[src/rtl/data_bus_demux.sv]
// rtl/data_bus_demux.sv - data-port demux to data memory, AES peripheral and an error responder
// Responses return in request order via a small tracking FIFO of target IDs.
module data_bus_demux #(
    parameter logic [31:0] MEM_BASE    = 32'h0000_0000,
    parameter logic [31:0] MEM_MASK    = 32'hFFFF_E000,
    parameter logic [31:0] PERIPH_BASE = 32'h1000_0000,
    parameter logic [31:0] PERIPH_MASK = 32'hFFFF_FF00,
    parameter int unsigned MAX_OUTST   = 2
) (
    input  logic        clk_i,
    input  logic        rst_ni,
    input  logic        host_req_i,
    output logic        host_gnt_o,
    input  logic [31:0] host_addr_i,
    input  logic        host_we_i,
    input  logic [3:0]  host_be_i,
    input  logic [31:0] host_wdata_i,
    output logic        host_rvalid_o,
    output logic [31:0] host_rdata_o,
    output logic        host_err_o,
    output logic        mem_req_o,
    input  logic        mem_gnt_i,
    output logic [31:0] mem_addr_o,
    output logic        mem_we_o,
    output logic [3:0]  mem_be_o,
    output logic [31:0] mem_wdata_o,
    input  logic        mem_rvalid_i,
    input  logic [31:0] mem_rdata_i,
    input  logic        mem_err_i,
    output logic        periph_req_o,
    input  logic        periph_gnt_i,
    output logic [31:0] periph_addr_o,
    output logic        periph_we_o,
    output logic [3:0]  periph_be_o,
    output logic [31:0] periph_wdata_o,
    input  logic        periph_rvalid_i,
    input  logic [31:0] periph_rdata_i,
    input  logic        periph_err_i,
    output logic [2:0]  outstanding_o,
    output logic        proto_err_o
);
    localparam int unsigned   PW    = (MAX_OUTST > 1) ? $clog2(MAX_OUTST) : 1;
    localparam logic [2:0]    DEPTH = 3'(MAX_OUTST);
    localparam logic [PW-1:0] LAST  = PW'(MAX_OUTST - 1);

    typedef enum logic [1:0] {TGT_MEM, TGT_PERIPH, TGT_ERR} tgt_e;

    tgt_e          dec;
    tgt_e          head;
    tgt_e          fifo_q [MAX_OUTST];
    logic [PW-1:0] wr_ptr;
    logic [PW-1:0] rd_ptr;
    logic [2:0]    count;
    logic          full;
    logic          empty;
    logic          push;
    logic          pop;
    logic          stray;

    always_comb begin
        if ((host_addr_i & MEM_MASK) == MEM_BASE) begin
            dec = TGT_MEM;
        end else if ((host_addr_i & PERIPH_MASK) == PERIPH_BASE) begin
            dec = TGT_PERIPH;
        end else begin
            dec = TGT_ERR;
        end
    end

    assign full  = (count == DEPTH);
    assign empty = (count == 3'd0);
    assign head  = fifo_q[rd_ptr];

    assign mem_req_o      = host_req_i & (dec == TGT_MEM) & ~full;
    assign periph_req_o   = host_req_i & (dec == TGT_PERIPH) & ~full;
    assign mem_addr_o     = host_addr_i;
    assign mem_we_o       = host_we_i;
    assign mem_be_o       = host_be_i;
    assign mem_wdata_o    = host_wdata_i;
    assign periph_addr_o  = host_addr_i;
    assign periph_we_o    = host_we_i;
    assign periph_be_o    = host_be_i;
    assign periph_wdata_o = host_wdata_i;

    // Unmapped addresses are granted locally and answered with an error later.
    always_comb begin
        case (dec)
            TGT_MEM:    host_gnt_o = ~full & mem_gnt_i;
            TGT_PERIPH: host_gnt_o = ~full & periph_gnt_i;
            default:    host_gnt_o = ~full;
        endcase
    end

    always_comb begin
        host_rvalid_o = 1'b0;
        host_rdata_o  = 32'h0;
        host_err_o    = 1'b0;
        if (!empty) begin
            case (head)
                TGT_MEM: begin
                    host_rvalid_o = mem_rvalid_i;
                    host_rdata_o  = mem_rdata_i;
                    host_err_o    = mem_err_i;
                end
                TGT_PERIPH: begin
                    host_rvalid_o = periph_rvalid_i;
                    host_rdata_o  = periph_rdata_i;
                    host_err_o    = periph_err_i;
                end
                default: begin
                    host_rvalid_o = 1'b1;
                    host_err_o    = 1'b1;
                end
            endcase
        end
    end

    assign push  = host_req_i & host_gnt_o;
    assign pop   = host_rvalid_o;
    assign stray = (mem_rvalid_i & (empty | (head != TGT_MEM))) |
                   (periph_rvalid_i & (empty | (head != TGT_PERIPH)));
    assign outstanding_o = count;

    always_ff @(posedge clk_i or negedge rst_ni) begin
        if (!rst_ni) begin
            wr_ptr      <= '0;
            rd_ptr      <= '0;
            count       <= 3'd0;
            proto_err_o <= 1'b0;
            for (int i = 0; i < int'(MAX_OUTST); i++) begin
                fifo_q[i] <= TGT_ERR;
            end
        end else begin
            if (push) begin
                fifo_q[wr_ptr] <= dec;
                wr_ptr         <= (wr_ptr == LAST) ? '0 : wr_ptr + 1'b1;
            end
            if (pop) begin
                rd_ptr <= (rd_ptr == LAST) ? '0 : rd_ptr + 1'b1;
            end
            if (push && !pop) begin
                count <= count + 3'd1;
            end else if (pop && !push) begin
                count <= count - 3'd1;
            end
            if (stray) begin
                proto_err_o <= 1'b1;
            end
        end
    end
endmodule

[config.mk]
export PLATFORM = sky130hd
export DESIGN_NAME = data_bus_demux
export DESIGN_NICKNAME = d
export VERILOG_FILES = /design/src/rtl/data_bus_demux.sv
export SDC_FILE = /design/constraint.sdc
export NUM_CORES = 1
export LEC_CHECK = 0
export BUFFER_PORTS_ARGS = -buffer_cell sky130_fd_sc_hd__buf_2
export CORE_AREA = 2 2 126 128
export DETAILED_ROUTE_END_ITERATION = 8
export DIE_AREA = 0 0 128 130
export PLACE_DENSITY = 0.51
export SLEW_MARGIN = 30
export SYNTH_ARGS = -nofsm -noshare
export SYNTH_HDL_FRONTEND = slang
export SYNTH_SLANG_ARGS = --single-unit
[constraint.sdc]
create_clock -name clk_i -period 2.9 [get_ports clk_i]
set_clock_uncertainty 0.05 [all_clocks]
set_input_delay 0.58 -clock clk_i [delete_from_list [all_inputs] [get_ports clk_i]]
set_output_delay 0.58 -clock clk_i [all_outputs]
set_load 0.005 [all_outputs]
; Word-level counts from Yosys, hierarchy flattened
; Cells that the tools add are included.
[word_totals]
wordCells = 63
register_bits = 10
output_inout_bits = 179
in_bits = 142
[op_classes]
bitwise_logic = 15
magnitude_cmp = 3
add_sub_neg = 4
eq_ne = 5
n_reduce_logical = 11
mux = 19
[ops]
columns = operator, n
row1 = $pmux 32 s2, 1
row2 = $logic_not 32->1, 1
row3 = $mux 32, 1
row4 = $eq 24x21->1 const B, 1
row5 = $mux 2, 6
row6 = $and 1x1->1, 9
row7 = $mux 3, 2
row8 = $pmux 1 s2, 3
row9 = $bwmux 4, 1
row10 = $eq 2x1->1 const B, 2
row11 = $ge 2x2->1 const B, 2
row12 = $logic_not 2->1, 2
row13 = $mux 1, 4
row14 = $not 1->2, 2
row15 = $reduce_bool 2->1, 2
row16 = $add 3x1->3 const B, 1
row17 = $eq 3x2->1 const B, 1
row18 = $logic_and 1x1->1, 3
row19 = $logic_not 3->1, 1
row20 = $or 1x1->1, 3
row21 = $sub 3x1->3 const B, 1
row22 = $add 1x1->1 const B, 2
row23 = $demux 2 s1, 1
row24 = $logic_not 1->1, 2
row25 = 3 further kinds, 3

; Longest topological paths before layout
[logic_depth]
word_depth = 10
depth_mapped = 11
depth_no_buf = 10

; Worst setup path after synthesis
; Ideal clock, no wire load.
[synth_path]
path_type = input port to flip-flop
start = input port host_addr_i[12]
end = register count[1], in the netlist outstanding_o[1]
t_required_ns = 2.725
setup_slack_ns = 0.387
setup_ns = 0.125
path_stages = 8
t_arrival_ns = 2.338
n_path_buf = 0
cell_sequence = nor4b_4 a21oi_1 o31ai_1 inv_1 ha_1 inv_1 fa_1 mux2_2
[synth_between]
elab_chain_cells = 9
word_cells_on_any_way = 12
classes_between = 2 x eq/ne / 4 x mux / 1 x bitwise / 5 x reduce/logical
[synth_rtl]
columns = element, line
row1 = "start, declared", 14  ; input logic [31:0] host_addr_i,
row2 = $eq 24x21->1 *, 63  ; end else if ((host_addr_i & PERIPH_MASK) == PERIPH_BASE) begin
row3 = $mux 2 *, 63
row4 = $mux 2 *, 61  ; if ((host_addr_i & MEM_MASK) == MEM_BASE) begin
row5 = $eq 2x1->1 / $logic_not 2->1 (equally long branches), 87  ; case (dec)
row6 = $pmux 1 s2 *, 87
row7 = $and 1x1->1 *, 118  ; assign push = host_req_i & host_gnt_o;
row8 = net push, 56  ; logic push;
row9 = $logic_not 1->1, 143  ; end else if (pop && !push) begin
row10 = $logic_and 1x1->1, 143
row11 = $reduce_bool 2->1 (no line), n/a
row12 = "end signal, assigned", 142  ; count <= count + 3'd1;
row13 = "end signal, assigned", 144  ; count <= count - 3'd1;
row14 = "end, declared", 53  ; logic [2:0] count;
; The timed path passes the listed nets; every way through them passes the cells marked *.
; A chain may end at the register's enable or synchronous reset.

; Final worst setup path
; Same ends and word-level chain as after synthesis.

==> reports/summary.txt <==
=====================================================================================
Run status                                                               finished clean
Largest net degree at the start of global routing                                  33
Final setup violation count                                                         0
DRT iter0 DRCs                                                                    100
Min Tclk post-route                                                          2.541 ns
Routed vias                                                                     1,753
Number of antenna violations at the first check in global routing                   0
Diodes inserted                                                                     0
Starting density of the core                                                   0.1357
Count of buffers added by post-CTS timing repair for setup                          0
Kind of capture point of the worst setup path                               flip-flop
Global route overflow                                                               0
Height of the die                                                         130 microns
Worst setup SP type                                                      primary input
Floorplan Core Area                                                      0.01542 sq mm
Period utilisation layout                                                      0.8762
TritonCTS clock tree                                                            built
Die Footprint                                                            0.01664 sq mm
Number of pins exceeding their max-slew limit in the final report                   0
Portion of total power attributed to combinational logic                        0.491
DRT Wirelength                                                               6.186 mm
Synth top area cells                                                     buf_4 49%, a22o_1 13%, dfrtp_1 9.6%
Cts bufs inserted                                                                   3
Worst voltage drop across the vdd grid                                      0.1749 mV
Vias per cell                                                                   3.492
Post-synthesis area per instance                                          8.145 sq um
Part of the total power dissipated in sequential elements                       0.235
Global-route wire length before repair                                       7.672 mm
Synth-to-Final Area Change                                                     12.19%
P_sw                                                                        0.3596 mW
Via count of the first global-routing pass                                      1,356
Final critical-path setup slack                                             0.3589 ns
Gr usage total                                                                0.06073
Routability-driven placement congestion ratio                                  0.7598
PwrDens                                                                  427.0 mW/mm^2
Crit Path Class                                                             in -> reg
Place WS                                                                    0.1319 ns
Number of detailed-routing iterations run before antenna repair                     4
Ys flop type                                                                  dfrtp_1
Switching power as a share of total power                                      0.3586
Number of port buffers                                                            185
Synth top area share                                                           0.4949
Relative slew slack                                                            0.7428
Number of different library cells in the post-synthesis netlist                    43
Share of post-route cells with drive strength above 1                          0.6806
Sum of net half-perimeters after detailed placement                          5.329 mm
Synth Register Bits                                                                10
Kind of path behind the tightest hold check                               in -> async
Number of instances resized during post-cts repair                                  0
Critical path data required time                                              2.97 ns
Async set-or-reset flop fraction in the synthesized netlist                     1.000
Transition at the pin with the smallest max-transition slack                0.3838 ns
Number of nets with antenna violations after detailed routing                       0
Dominant cell type by area after synthesis                                      buf_4
Post-Synthesis Cell Area                                                 0.002093 sq mm
Clock-pin slew of the registers on the worst-case setup and hold paths        0.04 ns
Post-synthesis net count                                                          401
Number of ports placed on the die boundary                                        321
Total of warnings raised by yosys                                                   0
Clock Power Share                                                               0.273
Maximum operating frequency                                                 393.5 MHz
Critical-path maximum fanout                                                        4
Insertion delay to the later sink of the worst-skew pair                      0.24 ns
Sum of internal, switching and leakage power                                 1.003 mW
Part of the Yosys area used for sequential elements                            0.1207
Final-layout setup total negative slack                                          0 ns
Hold-fix buffer count after cts                                                     0
RSZ-0062 raised after global routing                                               no
Post-Route Utilization                                                         0.1523
Maximum Capacitance Violations                                                      0
Post-synth EDFFs                                                                    0
DR WL/cell                                                               12.32 microns
Final count of hold timing violations                                               0
Cell count after synthesis                                                        257
Row cnt                                                                            46
Sinks on the clock net                                                             10
DRC viols                                                                           0
Most frequent cells after synthesis                                      138 x buf_4, 32 x a22o_1, 10 x nor2_1
Internal power consumption                                                  0.6431 mW
Most common cell in the synthesized netlist                                     buf_4
Root cell of the clock tree                                                 clkbuf_16
Post-layout net count                                                             455
Data arrival time of the critical path                                        2.61 ns
H-tree lvl count                                                                    1
Hold Worst Slack                                                            0.1484 ns
Leakage                                                                      1.259 nW
Horizontal die dimension                                                  128 microns
CTS Buffer Depth                                                                    2
=====================================================================================
-- critical path, stage by stage --
cell and delay (ns):
buf_2 0.12, nor4b_4 0.34, a21oi_1 0.17, o31ai_1 0.36, inv_1 0.08, ha_1 0.21
inv_1 0.07, fa_1 0.40, mux2_2 0.27
-- layer usage --
layer,wire length [microns],track usage,share of wire,vias up
li1,-,-,-,865
met1,2833,0.08816,0.46,796
met2,2805,0.07958,0.45,77
met3,463,0.02296,0.075,15
met4,83,0.02327,0.013,0
met5,0,0,0,-
-- path summary, 6_finish.rpt --
path / from / endpoint / slack, ns / cells past startpoint
max: host_addr_i[12] / outstanding_o[1] / 0.36 / 9
min: rst_ni / proto_err_o / 0.15 / 1
max reg2reg: outstanding_o[0] / outstanding_o[1] / 0.46 / 8
min reg2reg: proto_err_o / proto_err_o / 0.43 / 1
max in group asynchronous: rst_ni / fifo_q[1] / 2.39 / 1
min in group clk_i: proto_err_o / proto_err_o / 0.43 / 1
-- stage by stage --
| stage | cells | cell area, sq um |
|---|---|---|
| floorplan | 257 | 2093 |
| detailed placement | 498 | 2260 |
| global placement | 498 | 2260 |
| global route | 502 | 2349 |
| CTS | 502 | 2349 |
| finish | 502 | 2349 |
-- power groups by stage --
stage,Sequential (mW),Combinational [mW],Clock [mW]
CTS,0.236,0.506,0.280
global route,0.242,0.546,0.290
global placement,0.238,0.499,0
detailed placement,0.238,0.503,0
floorplan,0.242,0.383,0
finish,0.236,0.493,0.274
-- cell type report --
| cell class | count | area (sq um) |
|---|---|---|
| fillers | 1736 | 13080 |
| repair buffers | 195 | 1001 |
| multi-input cells | 94 | 739.5 |
| flip-flops and latches | 10 | 252.7 |
| well taps | 192 | 240.2 |
| clock buffers | 4 | 88.84 |
| inverters | 7 | 26.28 |
-- registers in the layout, summed over array words and instances, names as in the netlist --
register       flops
fifo_q             4
rd_ptr             1
proto_err_o        1
outstanding_o      3
wr_ptr             1
-- layout by cell type, fill, tap and decap left out, types with 3 or more instances in the layout --
| master | synthesis | routed |
|---|---|---|
| nand2_1 | 6 | 6 |
| buf_2 | 3 | 185 |
| a22o_1 | 32 | 32 |
| xor2_1 | 3 | 3 |
| nor4_1 | 4 | 4 |
| inv_1 | 7 | 7 |
| nor2_1 | 10 | 9 |
| clkbuf_16 | 0 | 3 |
| buf_4 | 138 | 10 |
| a31oi_1 | 3 | 3 |
| a21oi_1 | 3 | 3 |
| dfrtp_1 | 8 | 8 |
-- cell families after synthesis --
| logic type | Yosys count | synth area share |
|---|---|---|
| multiplexers | 1 | 0.005379 |
| flip-flops | 10 | 0.1207 |
| XOR/XNOR | 5 | 0.02092 |
| AND/OR/NAND/NOR | 32 | 0.09504 |
| AO/OA/AOI/OAI | 54 | 0.2152 |
| adder cells (fa/ha/maj) | 2 | 0.01554 |
| buffers and inverters | 153 | 0.5272 |
No activity file was read; power rests on OpenSTA's default activity.
